`src/rtl/dec_4x16_bist_pkg.sv`:
```
// Shared types and helpers for the 4x16 decoder self-test block.
// State encoding, widths and the golden one-hot function.
package dec_4x16_bist_pkg;

    localparam int SEL_W = 4;
    localparam int OUT_W = 16;
    localparam int CNT_W = 4;

    typedef enum logic [1:0] {
        IDLE   = 2'd0,
        APPLY  = 2'd1,
        SAMPLE = 2'd2,
        DONE   = 2'd3
    } state_t;

    function automatic logic [OUT_W-1:0] golden_onehot(
        input logic [SEL_W-1:0] code
    );
        logic [OUT_W-1:0] g;
        g = '0;
        g[code] = 1'b1;
        return g;
    endfunction

endpackage

```
`src/rtl/dec_4x16_bist_if.sv`:
```
// Control, result and decoder-facing signals of the decoder self-test.
// The slave side is the test engine; the master side drives it.
interface dec_4x16_bist_if;
    import dec_4x16_bist_pkg::*;

    logic             start;
    logic [OUT_W-1:0] dec_in;
    logic [SEL_W-1:0] sel_out;
    logic             busy;
    logic             done;
    logic             pass;
    logic [SEL_W:0]   fail_count;
    logic [SEL_W-1:0] first_fail_code;
    logic [OUT_W-1:0] first_fail_syn;
    logic [OUT_W-1:0] fault_map;

    modport slave (
        input  start,
        input  dec_in,
        output sel_out,
        output busy,
        output done,
        output pass,
        output fail_count,
        output first_fail_code,
        output first_fail_syn,
        output fault_map
    );

    modport master (
        output start,
        output dec_in,
        input  sel_out,
        input  busy,
        input  done,
        input  pass,
        input  fail_count,
        input  first_fail_code,
        input  first_fail_syn,
        input  fault_map
    );

endinterface

```
`src/rtl/dec_4x16_bist_cmp.sv`:
```
// Compares one decoder sample against the golden one-hot value.
// Unknown bits on the sample count as a mismatch.
module dec_4x16_bist_cmp
    import dec_4x16_bist_pkg::*;
(
    input  logic [SEL_W-1:0] code,
    input  logic [OUT_W-1:0] dec_in,
    output logic [OUT_W-1:0] golden,
    output logic [OUT_W-1:0] syn,
    output logic             mismatch
);

    always_comb begin
        golden   = golden_onehot(code);
        syn      = dec_in ^ golden;
        // Case equality so X/Z on the sample still flags the code.
        mismatch = (dec_in === golden) ? 1'b0 : 1'b1;
    end

endmodule

```
`src/rtl/dec_4x16_bist.sv`:
```
// Self-test sequencer: walks all select codes, checks each decoder
// sample and accumulates count, first failure and per-output fault map.
module dec_4x16_bist
    import dec_4x16_bist_pkg::*;
#(
    parameter int SETTLE = 2
) (
    input  logic            clk,
    input  logic            rst_n,
    dec_4x16_bist_if.slave  bus
);

    localparam logic [CNT_W-1:0] SETTLE_LAST = CNT_W'(SETTLE - 1);
    localparam logic [SEL_W-1:0] CODE_LAST   = {SEL_W{1'b1}};

    state_t           state;
    state_t           state_n;
    logic             launch;
    logic [CNT_W-1:0] cnt;
    logic [SEL_W-1:0] code;
    logic [SEL_W:0]   fail_count;
    logic [SEL_W-1:0] first_code;
    logic [OUT_W-1:0] first_syn;
    logic [OUT_W-1:0] fault_map;
    logic [OUT_W-1:0] cmp_golden_unused;
    logic [OUT_W-1:0] syn;
    logic             mismatch;

    dec_4x16_bist_cmp u_cmp (
        .code     (code),
        .dec_in   (bus.dec_in),
        .golden   (cmp_golden_unused),
        .syn      (syn),
        .mismatch (mismatch)
    );

    always_ff @(posedge clk) begin
        if (!rst_n) begin
            state <= IDLE;
        end else begin
            state <= state_n;
        end
    end

    always_comb begin
        state_n = state;
        launch  = 1'b0;
        unique case (state)
            IDLE, DONE: begin
                if (bus.start) begin
                    launch  = 1'b1;
                    state_n = APPLY;
                end
            end
            APPLY: begin
                if (cnt == SETTLE_LAST) begin
                    state_n = SAMPLE;
                end
            end
            SAMPLE: begin
                state_n = (code == CODE_LAST) ? DONE : APPLY;
            end
            default: state_n = IDLE;
        endcase
    end

    always_ff @(posedge clk) begin
        if (!rst_n) begin
            cnt        <= '0;
            code       <= '0;
            fail_count <= '0;
            first_code <= '0;
            first_syn  <= '0;
            fault_map  <= '0;
        end else if (launch) begin
            cnt        <= '0;
            code       <= '0;
            fail_count <= '0;
            first_code <= '0;
            first_syn  <= '0;
            fault_map  <= '0;
        end else if (state == APPLY) begin
            cnt <= (cnt == SETTLE_LAST) ? '0 : cnt + 1'b1;
        end else if (state == SAMPLE) begin
            if (mismatch) begin
                fail_count <= fail_count + 1'b1;
                if (fail_count == '0) begin
                    first_code <= code;
                    first_syn  <= syn;
                end
            end
            fault_map <= fault_map | syn;
            // Code 15 stays put so sel_out never wraps mid-run.
            if (code != CODE_LAST) begin
                code <= code + 1'b1;
            end
        end
    end

    assign bus.sel_out         = code;
    assign bus.busy            = (state == APPLY) || (state == SAMPLE);
    assign bus.done            = (state == DONE);
    assign bus.pass            = (state == DONE) && (fail_count == '0);
    assign bus.fail_count      = fail_count;
    assign bus.first_fail_code = first_code;
    assign bus.first_fail_syn  = first_syn;
    assign bus.fault_map       = fault_map;

endmodule

```
`src/flat_wrapper.sv`:
```
// flat-port wrapper written by rule: the top's interface ports become plain ports
module dec_4x16_bist_flat import dec_4x16_bist_pkg::*;
#(
    parameter int SETTLE = 2
)
  (clk, rst_n, bus_start, bus_dec_in, bus_sel_out, bus_busy, bus_done, bus_pass, bus_fail_count, bus_first_fail_code, bus_first_fail_syn, bus_fault_map);
  dec_4x16_bist_if bus_i ();
  input  logic clk;
  input  logic rst_n;
  input wire logic [$bits(bus_i.start)-1:0] bus_start;
  input wire logic [$bits(bus_i.dec_in)-1:0] bus_dec_in;
  output wire logic [$bits(bus_i.sel_out)-1:0] bus_sel_out;
  output wire logic [$bits(bus_i.busy)-1:0] bus_busy;
  output wire logic [$bits(bus_i.done)-1:0] bus_done;
  output wire logic [$bits(bus_i.pass)-1:0] bus_pass;
  output wire logic [$bits(bus_i.fail_count)-1:0] bus_fail_count;
  output wire logic [$bits(bus_i.first_fail_code)-1:0] bus_first_fail_code;
  output wire logic [$bits(bus_i.first_fail_syn)-1:0] bus_first_fail_syn;
  output wire logic [$bits(bus_i.fault_map)-1:0] bus_fault_map;
  assign bus_i.start = bus_start;
  assign bus_i.dec_in = bus_dec_in;
  assign bus_sel_out = bus_i.sel_out;
  assign bus_busy = bus_i.busy;
  assign bus_done = bus_i.done;
  assign bus_pass = bus_i.pass;
  assign bus_fail_count = bus_i.fail_count;
  assign bus_first_fail_code = bus_i.first_fail_code;
  assign bus_first_fail_syn = bus_i.first_fail_syn;
  assign bus_fault_map = bus_i.fault_map;
  dec_4x16_bist #(.SETTLE(SETTLE)) u_core (.clk(clk), .rst_n(rst_n), .bus(bus_i));
endmodule
```
`config.mk`:
```
export PLATFORM = sky130hd
export DESIGN_NAME = dec_4x16_bist_flat
export DESIGN_NICKNAME = d
export VERILOG_FILES = /design/src/rtl/dec_4x16_bist_pkg.sv /design/src/rtl/dec_4x16_bist_if.sv /design/src/rtl/dec_4x16_bist_cmp.sv /design/src/rtl/dec_4x16_bist.sv /design/src/flat_wrapper.sv
export SDC_FILE = /design/constraint.sdc
export NUM_CORES = 1
export LEC_CHECK = 0
export CORE_ASPECT_RATIO = 1.1
export CORE_MARGIN = 1
export CORE_UTILIZATION = 50
export DETAILED_ROUTE_END_ITERATION = 10
export HOLD_SLACK_MARGIN = 0.12
export PLACE_DENSITY = 0.81
export SKIP_LAST_GASP = 1
export SLEW_MARGIN = 0
export SYNTH_ARGS = -nofsm -noshare
export SYNTH_HDL_FRONTEND = slang
export SYNTH_SLANG_ARGS = --single-unit
```
`constraint.sdc`:
```
create_clock -name clk -period 2.6 [get_ports clk]
set_input_delay 0.39 -clock clk [delete_from_list [all_inputs] [get_ports clk]]
set_output_delay 0.39 -clock clk [all_outputs]
set_load 0.03 [all_outputs]
```
==> impl_metrics.env <==
export IMPL_dr_total_vias=2436
export IMPL_hold_end="u_core.bus.first_fail_syn[15]$_SDFFE_PP0P_"
export IMPL_rows=27
export IMPL_synth_edff_count=0
export IMPL_ant_nets=0
export IMPL_pin_count=67
export IMPL_gp_congestion=0.901
export IMPL_die_x_um=72.7
export IMPL_track_usage_pct=24.4
export IMPL_synth_warnings=0
export IMPL_synth_nets=357
export IMPL_nFillCells=457
export IMPL_ys_types=43
export IMPL_cts_tree="done"
export IMPL_worst_path_max_fanout=5
export IMPL_cts_root_buffer="clkbuf_8"
export IMPL_min_path_type="register to register"
export IMPL_ff2ff_path_depth=9
export IMPL_diodes=0
export IMPL_min_period_ps=2420
export IMPL_hold_path_depth=2
export IMPL_grt_pass1_vias=2309
export IMPL_start_util_pct=53.5
export IMPL_port_buffers=66
export IMPL_slew_headroom_pct=64.7
export IMPL_ys_flop_type="dfxtp_1"
export IMPL_avgSynthCellArea_um2=8.45
export IMPL_seqPwrFrac_pct=43.9
export IMPL_p_per_area_mw_per_mm2=527
export IMPL_drt_iter0_drc=153
export IMPL_grt_pass1_wl_mm=10.9
export IMPL_final_common_cell="clkdlybuf4s50_1"
export IMPL_die_area_mm2=0.00579
export IMPL_maxCapViolCount=0
export IMPL_die_h_um=79.7
export IMPL_worstMarginPinSlew_ps=529
export IMPL_hold_violations=0
export IMPL_combPwrFrac_pct=26.7
export IMPL_numCtsBuffers=5
export IMPL_async_reset_ff_share_pct=0
export IMPL_power_switching_mw=0.581
export IMPL_hp_start="u_core.bus.first_fail_syn[15]$_SDFFE_PP0P_"
export IMPL_arrival_ps=2030
export IMPL_rsz0062_at_grt="no"
export IMPL_globalRoute_totalOverflow=0
export IMPL_reg2reg_to="u_core.bus.first_fail_syn[6]$_SDFFE_PP0P_"
export IMPL_antenna_found_initial=0
export IMPL_r2r_start="u_core.bus.sel_out[1]$_SDFFE_PP0P_"
export IMPL_fin_nets=424
export IMPL_cts_hold_buf=0
export IMPL_drive_above_1_share_pct=6.62
export IMPL_endpoint_kind="primary output"
export IMPL_critPathKind="register to primary output"
export IMPL_finalCritPeriodShare_pct=93.0
export IMPL_sw_frac_of_total_pct=30.3
export IMPL_fin_skew_ps=8.79
export IMPL_drt_pass1_iterations=4
export IMPL_path_clk_slew_ps=90
export IMPL_via_per_inst=5.24
export IMPL_design_core_area_mm2=0.00513
export IMPL_synth_seq_cells=51
export IMPL_finalMaxSlewViolations=0
export IMPL_reg2reg_slack_ps=220
export IMPL_seq_area_frac_synth_pct=37.2
export IMPL_area_delta_synth_final_pct=32.5
export IMPL_max_vdd_ir_drop_v=0.000264
export IMPL_status="complete, no violations"
export IMPL_critPathLaunchType="register"
export IMPL_syn_area_mm2=0.00275
export IMPL_syn_inst=325
export IMPL_drc=0
export IMPL_routedWlPerCell_um=13.7
export IMPL_finish_utilization_pct=70.9
export IMPL_cts_resized=0
export IMPL_post_cts_buffers=0
export IMPL_leakage_nw=1.48
export IMPL_worst_ep_required_time_ps=2210
export IMPL_grt_max_degree=39
export IMPL_tns_ps=0
export IMPL_layout_common_cells="clkdlybuf4s50_1 (66), nand2_1 (59), dfxtp_1 (50), nor2_1 (32), mux2i_1 (24)"
export IMPL_clock_path_buffers=2
export IMPL_wirelength_mm=6.38
export IMPL_cts_max_level=2
export IMPL_fmax_mhz=414
export IMPL_setup_viol=0
export IMPL_power_share_clock_pct=29.4
export IMPL_clk_latency_ps=310
export IMPL_hpwl_mm=4.76
export IMPL_internal_power_mw=1.34
export IMPL_cts_num_sinks=51
[worst max-delay path: stages, from the launching register on]
cell             delay (ps)
dfxtp_1                 360
inv_1                    90
ha_1                    150
nor2b_1                 250
and3_1                  200
clkdlybuf4s50_1         660
[power by group through the flow]
stage | logic (mW) | registers, mW | clock network, mW
final | 0.511 | 0.842 | 0.564
after global routing | 0.562 | 0.848 | 0.608
after CTS | 0.514 | 0.842 | 0.573
after detailed placement | 0.511 | 0.860 | 0
after global placement | 0.501 | 0.860 | 0
after floorplan | 0.294 | 0.897 | 0
[how the worst max path moves through the flow]
stage	cells past startpoint	to	from	slack [ps]
final	5	bus_pass	u_core.bus.fail_count[0]$_SDFFE_PP0P_	180
after global routing	9	u_core.bus.first_fail_syn[4]$_SDFFE_PP0P_	u_core.bus.sel_out[1]$_SDFFE_PP0P_	50
after CTS	9	u_core.bus.first_fail_syn[6]$_SDFFE_PP0P_	u_core.bus.sel_out[1]$_SDFFE_PP0P_	70
after global placement	9	u_core.bus.first_fail_syn[7]$_SDFFE_PP0P_	u_core.bus.sel_out[1]$_SDFFE_PP0P_	170
after detailed placement	9	u_core.bus.first_fail_syn[6]$_SDFFE_PP0P_	u_core.bus.sel_out[1]$_SDFFE_PP0P_	120
after floorplan	9	u_core.bus.first_fail_code[0]$_SDFFE_PP0P_	u_core.bus.sel_out[0]$_SDFFE_PP0P_	20
[per-layer routing]
| layer | share of wire, % | GRT usage (%) |
|---|---|---|
| met3 | 3.5 | 3.03 |
| met1 | 48 | 33.4 |
| met4 | 1.6 | 11.0 |
| met5 | 0 | 0 |
| met2 | 47 | 38.2 |
[logic make-up after synthesis]
group	share of synthesized area [%]
and+or+nand+nor	24.3
DFF	37.2
AOI/OAI and AO/OA	11.2
buffers and inverters	4.97
muxes	9.71
xor gates and xnor gates	6.70
adders and majority gates	5.93
[Yosys cell counts (2+ instances only)]
cell	number	area [um^2]
buf_6	3	33.8
nor4bb_1	3	30.0
nand4_2	2	25.0
nor2b_1	5	31.3
a211o_1	2	17.5
or3_1	2	12.5
a32oi_1	3	26.3
xor2_1	4	35.0
clkbuf_1	12	45.0
xnor2_1	17	149
buf_2	4	20.0
and4b_1	2	20.0
a21oi_1	20	100
and3_1	5	31.3
nand3_1	9	45.0
nor2_1	32	120
mux2i_1	24	240
a31oi_1	2	12.5
nand2b_1	6	37.5
nand3b_1	6	45.0
inv_1	10	37.5
dfxtp_1	51	1020
nand4_1	2	12.5
nand2_1	59	221
o21ai_0	8	40.0
ha_1	13	163
nand4b_1	2	17.5
a2bb2oi_1	2	17.5
[state kept, by name, indices dropped and copies added, names as in the netlist]
signal                      flops
u_core.bus.fault_map           16
u_core.bus.sel_out              4
u_core.state                    2
u_core.bus.first_fail_syn      16
u_core.cnt                      4
u_core.bus.fail_count           5
u_core.bus.first_fail_code      4
[cell type report]
type / count / area [um^2] / share of cell area (%)
inverters: 10 / 37.5 / 1.03
flip-flops and latches: 51 / 1020 / 28.1
repair buffers: 79 / 783 / 21.5
well taps: 72 / 90.1 / 2.48
multi-input cells: 245 / 1590 / 43.6
clock inverters: 2 / 35.0 / 0.963
clock buffers: 6 / 82.6 / 2.27
[metrics by stage]
stage | cell area, um^2 | total power, mW | instances | setup slack, ps | hold slack [ps]
final | 3640 | 1.92 | 465 | 182 | 460
after global routing | 3640 | 2.02 | 465 | 51.8 | 483
after CTS | 3640 | 1.93 | 465 | 73.2 | 464
after detailed placement | 3520 | 1.37 | 457 | 120 | 451
after global placement | 3520 | 1.36 | 457 | 175 | 444
after floorplan | 2750 | 1.19 | 325 | 18.1 | 480
No activity file was read; power rests on OpenSTA's default activity.
==> patch 1: new RTL, config.mk and constraints unchanged <==
Encoding of `state_t`: now one-hot (4 bits for 4 states).
--- a/src/rtl/dec_4x16_bist_pkg.sv
+++ b/src/rtl/dec_4x16_bist_pkg.sv
@@ -6,11 +6,11 @@
     localparam int OUT_W = 16;
     localparam int CNT_W = 4;
 
-    typedef enum logic [1:0] {
-        IDLE   = 2'd0,
-        APPLY  = 2'd1,
-        SAMPLE = 2'd2,
-        DONE   = 2'd3
+    typedef enum logic [3:0] {
+        IDLE   = 4'b0001,
+        APPLY  = 4'b0010,
+        SAMPLE = 4'b0100,
+        DONE   = 4'b1000
     } state_t;
 
     function automatic logic [OUT_W-1:0] golden_onehot(
Function: same outputs for any inputs over 10 cycles, from zero or initial values and one cycle with rst_n low; not proved beyond that.
==> patch 1 against the original RTL <==
Routed wire length is 20% higher; sequential cell count increased by 2; global-route usage up 2.5 points; synthesized cell count grew 1.8%; via count rose by 11%; worst setup slack got worse by 130 ps; register-to-register slack lost 170 ps; core utilization grew 5.9 points; cell area grew 8.4%; hold slack hardly changed; synthesized area shrank 0.23%; highest routed layer unchanged.
Power is not compared: it rests on default switching activity, and its combinational part moved more than twofold at a synthesized area within 25%.
==> patch 1: results (changes against the original RTL) <==
status completed (unchanged); share of layout cells above drive strength 1 17.6% (was 6.62%); most frequent cells after synthesis nand2_1 (56), dfxtp_1 (53), nor2_1 (32) (was nand2_1 (59), dfxtp_1 (51), nor2_1 (32)); R2R Path Start u_core.bus.sel_out[1] (unchanged); number of I/O port buffers 66 (unchanged); Final Routed Wirelength 7680 um (was 6380 um); Hold WC Path Type flop to flop (unchanged); worst hold path startpoint u_core.bus.first_fail_syn[9] (was u_core.bus.first_fail_syn[15]); Worst Clk Skew 12.9 ps (was 8.79 ps); largest net degree at the start of global routing 41 (was 39); Gate Count Post-Synth 331 (was 325); Compound-Gate Fraction of Synth Area 11.8% (was 11.2%); drt first pass iters 5 (was 4); placed cell areas 3700 um^2 (was 3520 um^2); post-synthesis xor/xnor area fraction 7.67% (was 6.70%); filler cell count 369 (was 457); GPL Wtd Cong 0.831 (was 0.901); Clock transition at path regs around 100 ps; first-pass GRT wire length 12000 um (was 10900 um); via count 2706 (was 2436); Worst Hold End u_core.bus.first_fail_syn[9] (was u_core.bus.first_fail_syn[15]); root buffer cell clkbuf_8 (unchanged); post-synthesis async set-or-reset flop share 0% (unchanged); CP max stage delay 450 ps (was 660 ps); Hold Path Cell Cnt 2 (unchanged); R2R depth 11 (was 9); slowest cell on the critical path or3b_2 (was clkdlybuf4s50_1); Post-Synth Adder-Cell Area 2.74% (was 5.93%); number of global-route vias before repair 2534 (was 2309); Detail Placement HPWL 5160 um (was 4760 um); die width 72.6 um (was 72.7 um); number of H-tree levels 2 (unchanged); GRT Util Overall 26.8% (was 24.4%); Worst R2R Setup Slack 50 ps (was 220 ps); Synth Warn # 0 (unchanged); Iter 0 DRT Violations 218 (was 153); worst-path fanout max 5 (unchanged); worst rel slew slack 73.6% (was 64.7%); initial antenna violation count 0 (unchanged); post-synthesis mux area share 7.31% (was 9.71%); routed vias/inst 5.38 (was 5.24); Synth area leaders dfxtp_1 (39%), nand2_1 (7.7%), mux2i_1 (7.3%) (was dfxtp_1 (37%), mux2i_1 (8.8%), nand2_1 (8.1%)); Cell Count Post-Placement 485 (was 457); reg2reg end u_core.bus.first_fail_syn[2] (was u_core.bus.first_fail_syn[6]); sequential fraction of the synthesis area 38.7% (was 37.2%); clk buf depth 2 (unchanged); nets@finish 456 (was 424); leakage power 1.41 nW; Net Count, Synth 356 (was 357); Worst EP arrival 2790 ps (was 2030 ps); Crit path max-delay family simple AND/OR/NAND/NOR gates (was buffers and inverters)
==> patch 1: cell types whose count changed after synthesis, moves of 4 or more <==
cell	delta
a21oi_1	+8
ha_1	-7
mux2i_1	-4
nand3_1	-6
nand4_1	+6
o21ai_1	+4
or3_1	+5
or3b_2	+4
==> patch 1: timing repair <==
action                     4_1_cts  5_1_grt
gates resized for setup          7        7
pin swaps                        2        4
cloned                           1        0
setup buffers                    5        5
setup endpoints to repair       25       26
==> patch 1: where the power goes <==
part / total, mW / internal, mW / switching [mW]
clock network: 0.550 / 0.280 / 0.269
logic: 0.152 / 0.0698 / 0.0823
registers: 0.821 / 0.813 / 0.00798
total: 1.52 / 1.16 / 0.360
==> patch 1: through the flow <==
step / setup slack [ps] / hold slack, ps / power, mW
6_report: 48.4 / 461 / 1.52
2_1_floorplan: 43.3 / 466 / 0.912
3_3_place_gp: -193 / 441 / 0.986
4_1_cts: 5.21 / 463 / 1.52
5_1_grt: -35.3 / 486 / 1.57
3_5_place_dp: -264 / 447 / 0.989
==> patch 1: layout make-up <==
class | instances | area [um^2] | share of cell area [%]
multi-input cells | 249 | 1600 | 40.6
repair buffers | 115 | 1050 | 26.7
flip-flops and latches | 53 | 1070 | 27.1
clock inverters | 2 | 35.0 | 0.889
well taps | 72 | 90.1 | 2.28
inverters | 7 | 26.3 | 0.666
clock buffers | 5 | 68.8 | 1.75
==> patch 1: worst min-delay path, cell delays in order, from the launching register on <==
cell     delay [ps]
dfxtp_1         320
nand2_1          50
mux2i_1          50
==> patch 1: cell families after synthesis <==
logic type	Yosys count
xor gates and xnor gates	24
DFF	53
muxes	20
and+or+nand+nor	143
adders and majority gates	6
AOI/OAI and AO/OA	55
buffers and inverters	30
==> patch 1: worst max-delay path by stage <==
stage / startpoint / end / slack [ps] / cells after the start
after detailed placement: bus_dec_in[7] / u_core.bus.first_fail_syn[6] / -260 / 8
final: u_core.bus.sel_out[1] / u_core.bus.first_fail_syn[2] / 50 / 11
after global placement: bus_dec_in[7] / u_core.bus.first_fail_code[2] / -190 / 8
after floorplan: u_core.bus.fail_count[0] / bus_pass / 40 / 4
after global routing: u_core.bus.sel_out[1] / u_core.bus.first_fail_syn[2] / -40 / 12
after CTS: u_core.bus.sel_out[0] / u_core.bus.first_fail_syn[4] / 5 / 12
==> patch 1: layer usage <==
metal	vias up	part of all wire, %	global-route usage (%)
met5	-	0	0
met4	0	2.5	11.6
met3	16	4.1	3.54
met2	84	51	45.9
met1	1270	43	33.5
li1	1336	-	-
==> patch 2: new RTL, config.mk and constraints unchanged <==
Without the edit above. Set the package constant `CNT_W` to 3 (it was 4).
--- a/src/rtl/dec_4x16_bist_pkg.sv
+++ b/src/rtl/dec_4x16_bist_pkg.sv
@@ -4,7 +4,7 @@
 
     localparam int SEL_W = 4;
     localparam int OUT_W = 16;
-    localparam int CNT_W = 4;
+    localparam int CNT_W = 3;
 
     typedef enum logic [1:0] {
         IDLE   = 2'd0,
Behaviour: same outputs for any inputs over 10 cycles, from zero or initial values and one cycle with rst_n low; that may be too few to reach the edited logic, so the function may still have changed.
==> patch 2 against the original RTL <==
Largest power group unchanged; core utilization decreased by 1.3 points; count of clock-buffer cells in the layout unchanged; critical path depth is 3 higher; sequential cell count decreased by 1; worst setup slack worse by 130 ps; total power shrank 22%; clock power down 21%; routed wire length grew 12%; sequential power decreased by 6.3%; cell area rose by 3.2%; die area rose by 2.1%; via count is 8.5% higher; synthesized area up 2.1%.
==> patch 2: results (changes against the original RTL) <==
Final Routed Wirelength 7140 um (was 6380 um); post-synthesis mux area share 0.759% (was 9.71%); Iter 0 DRT Violations 99 (was 153); Layout Cells excl Fill 475 (was 465); worst hold path startpoint u_core.bus.fault_map[5] (was u_core.bus.first_fail_syn[15]); slowest cell on the critical path o41a_4 (was clkdlybuf4s50_1); Worst Clk Skew 9.79 ps (was 8.79 ps); status completed (unchanged); GRT Util Overall 24.8% (was 24.4%); Worst Hold End u_core.bus.fault_map[5] (was u_core.bus.first_fail_syn[15]); actual slew at the worst max-slew pin 550 ps (was 529 ps); GPL Wtd Cong 0.840 (was 0.901); combinational family with the most area after synthesis compound AO/OA/AOI/OAI gates (was simple AND/OR/NAND/NOR gates); worst-path fanout max 24 (was 5); peak supply drop 0.390 mV (was 0.264 mV); largest net degree at the start of global routing 27 (was 39); routed vias/inst 5.56 (was 5.24); number of global-route vias before repair 2472 (was 2309); Avg Cell Area, Syn 8.60 um^2 (was 8.45 um^2); Worst EP arrival 2750 ps (was 2030 ps); Yosys cell types 55 (was 43); post-synthesis xor/xnor area fraction 6.87% (was 6.70%); CP max stage delay 640 ps (was 660 ps); Synth area leaders dfxtp_1 (36%), xnor2_1 (6.6%), a21oi_2 (6.2%) (was dfxtp_1 (37%), mux2i_1 (8.8%), nand2_1 (8.1%)); reg2reg end u_core.bus.fail_count[2] (was u_core.bus.first_fail_syn[6]); most frequent cells after synthesis dfxtp_1 (50), nand3_1 (30), nor2_1 (28) (was nand2_1 (59), dfxtp_1 (51), nor2_1 (32)); Compound-Gate Fraction of Synth Area 23.3% (was 11.2%); Worst R2R Setup Slack 50 ps (was 220 ps); Net Sw Frac 28.0% (was 30.3%); first-pass GRT wire length 11500 um (was 10900 um); sequential fraction of the synthesis area 35.7% (was 37.2%); Crit path max-delay family compound AO/OA/AOI/OAI gates (was buffers and inverters); R2R depth 8 (was 9); Cell Count Post-Placement 465 (was 457)
patch 2: cell count changes after synthesis, moves of 7 or more:
cell	before	now
a21oi_1	20	27
o21ai_1	0	19
nand2_1	59	19
mux2i_1	24	1
nand3_1	9	30
a21oi_2	0	20
patch 2: logic make-up (layout without fill, tap and decap cells):
kind of cell               Yosys count  in the layout
and+or+nand+nor                    115            115
adders and majority gates           12             12
muxes                                2              2
AOI/OAI and AO/OA                   93             93
DFF                                 50             50
buffers and inverters               32            106
xor gates and xnor gates            22             22
patch 2: power by group through the flow:
stage / combinational (mW) / sequential, mW / clock, mW
final: 0.259 / 0.789 / 0.447
after floorplan: 0.142 / 0.813 / 0
after global routing: 0.281 / 0.791 / 0.498
after CTS: 0.252 / 0.788 / 0.454
after global placement: 0.244 / 0.805 / 0
after detailed placement: 0.251 / 0.806 / 0
patch 2: area by class of cell:
class	count	share of cell area [%]
multi-input cells	244	44.9
flip-flops and latches	50	26.7
repair buffers	89	22.7
well taps	75	2.50
clock buffers	6	1.93
inverters	9	0.900
clock inverters	2	0.367
patch 2: per-layer routing:
metal	share of wire (%)	up-vias	global-route usage (%)
li1	-	1300	-
met1	45	1261	31.3
met2	50	68	42.4
met3	3.9	13	4.77
met4	1.5	0	7.50
met5	0	-	0
patch 2: what timing repair did:
| item | CTS | global route |
|---|---|---|
| hold endpoints to repair | 0 | 0 |
| endpoints found under the setup margin | 0 | 25 |
| setup buffers | 0 | 1 |
| resized for setup | 0 | 8 |
patch 2: worst max-delay path by stage:
stage	start	to	slack [ps]	cells past startpoint
final	u_core.bus.sel_out[0]	u_core.bus.fail_count[2]	50	8
after global routing	u_core.bus.sel_out[1]	u_core.bus.fail_count[3]	-50	11
after CTS	u_core.bus.sel_out[0]	u_core.bus.fail_count[2]	90	8
after detailed placement	bus_dec_in[11]	u_core.bus.fail_count[2]	7	6
after global placement	bus_dec_in[11]	u_core.bus.fail_count[2]	50	6
after floorplan	u_core.bus.sel_out[0]	u_core.bus.first_fail_syn[7]	50	9
patch 2: metrics by stage:
| stage | area, um^2 | total power, mW | worst slack [ps] | hold WS, ps |
|---|---|---|---|---|
| 2_1_floorplan | 2810 | 0.955 | 54.8 | 494 |
| 3_3_place_gp | 3600 | 1.05 | 49.2 | 456 |
| 3_5_place_dp | 3600 | 1.06 | 7.12 | 460 |
| 4_1_cts | 3690 | 1.49 | 85.1 | 488 |
| 5_1_grt | 3750 | 1.57 | -54.6 | 501 |
| 6_report | 3750 | 1.49 | 54.9 | 484 |
patch 2: worst register-to-register path: stages, from the launching register on:
cell and delay, ps:
dfxtp_2 360, inv_1 80, ha_1 220, buf_4 150
nand3_1 120, nor3b_1 400, o32ai_4 170, o41a_4 640
a31o_2 290
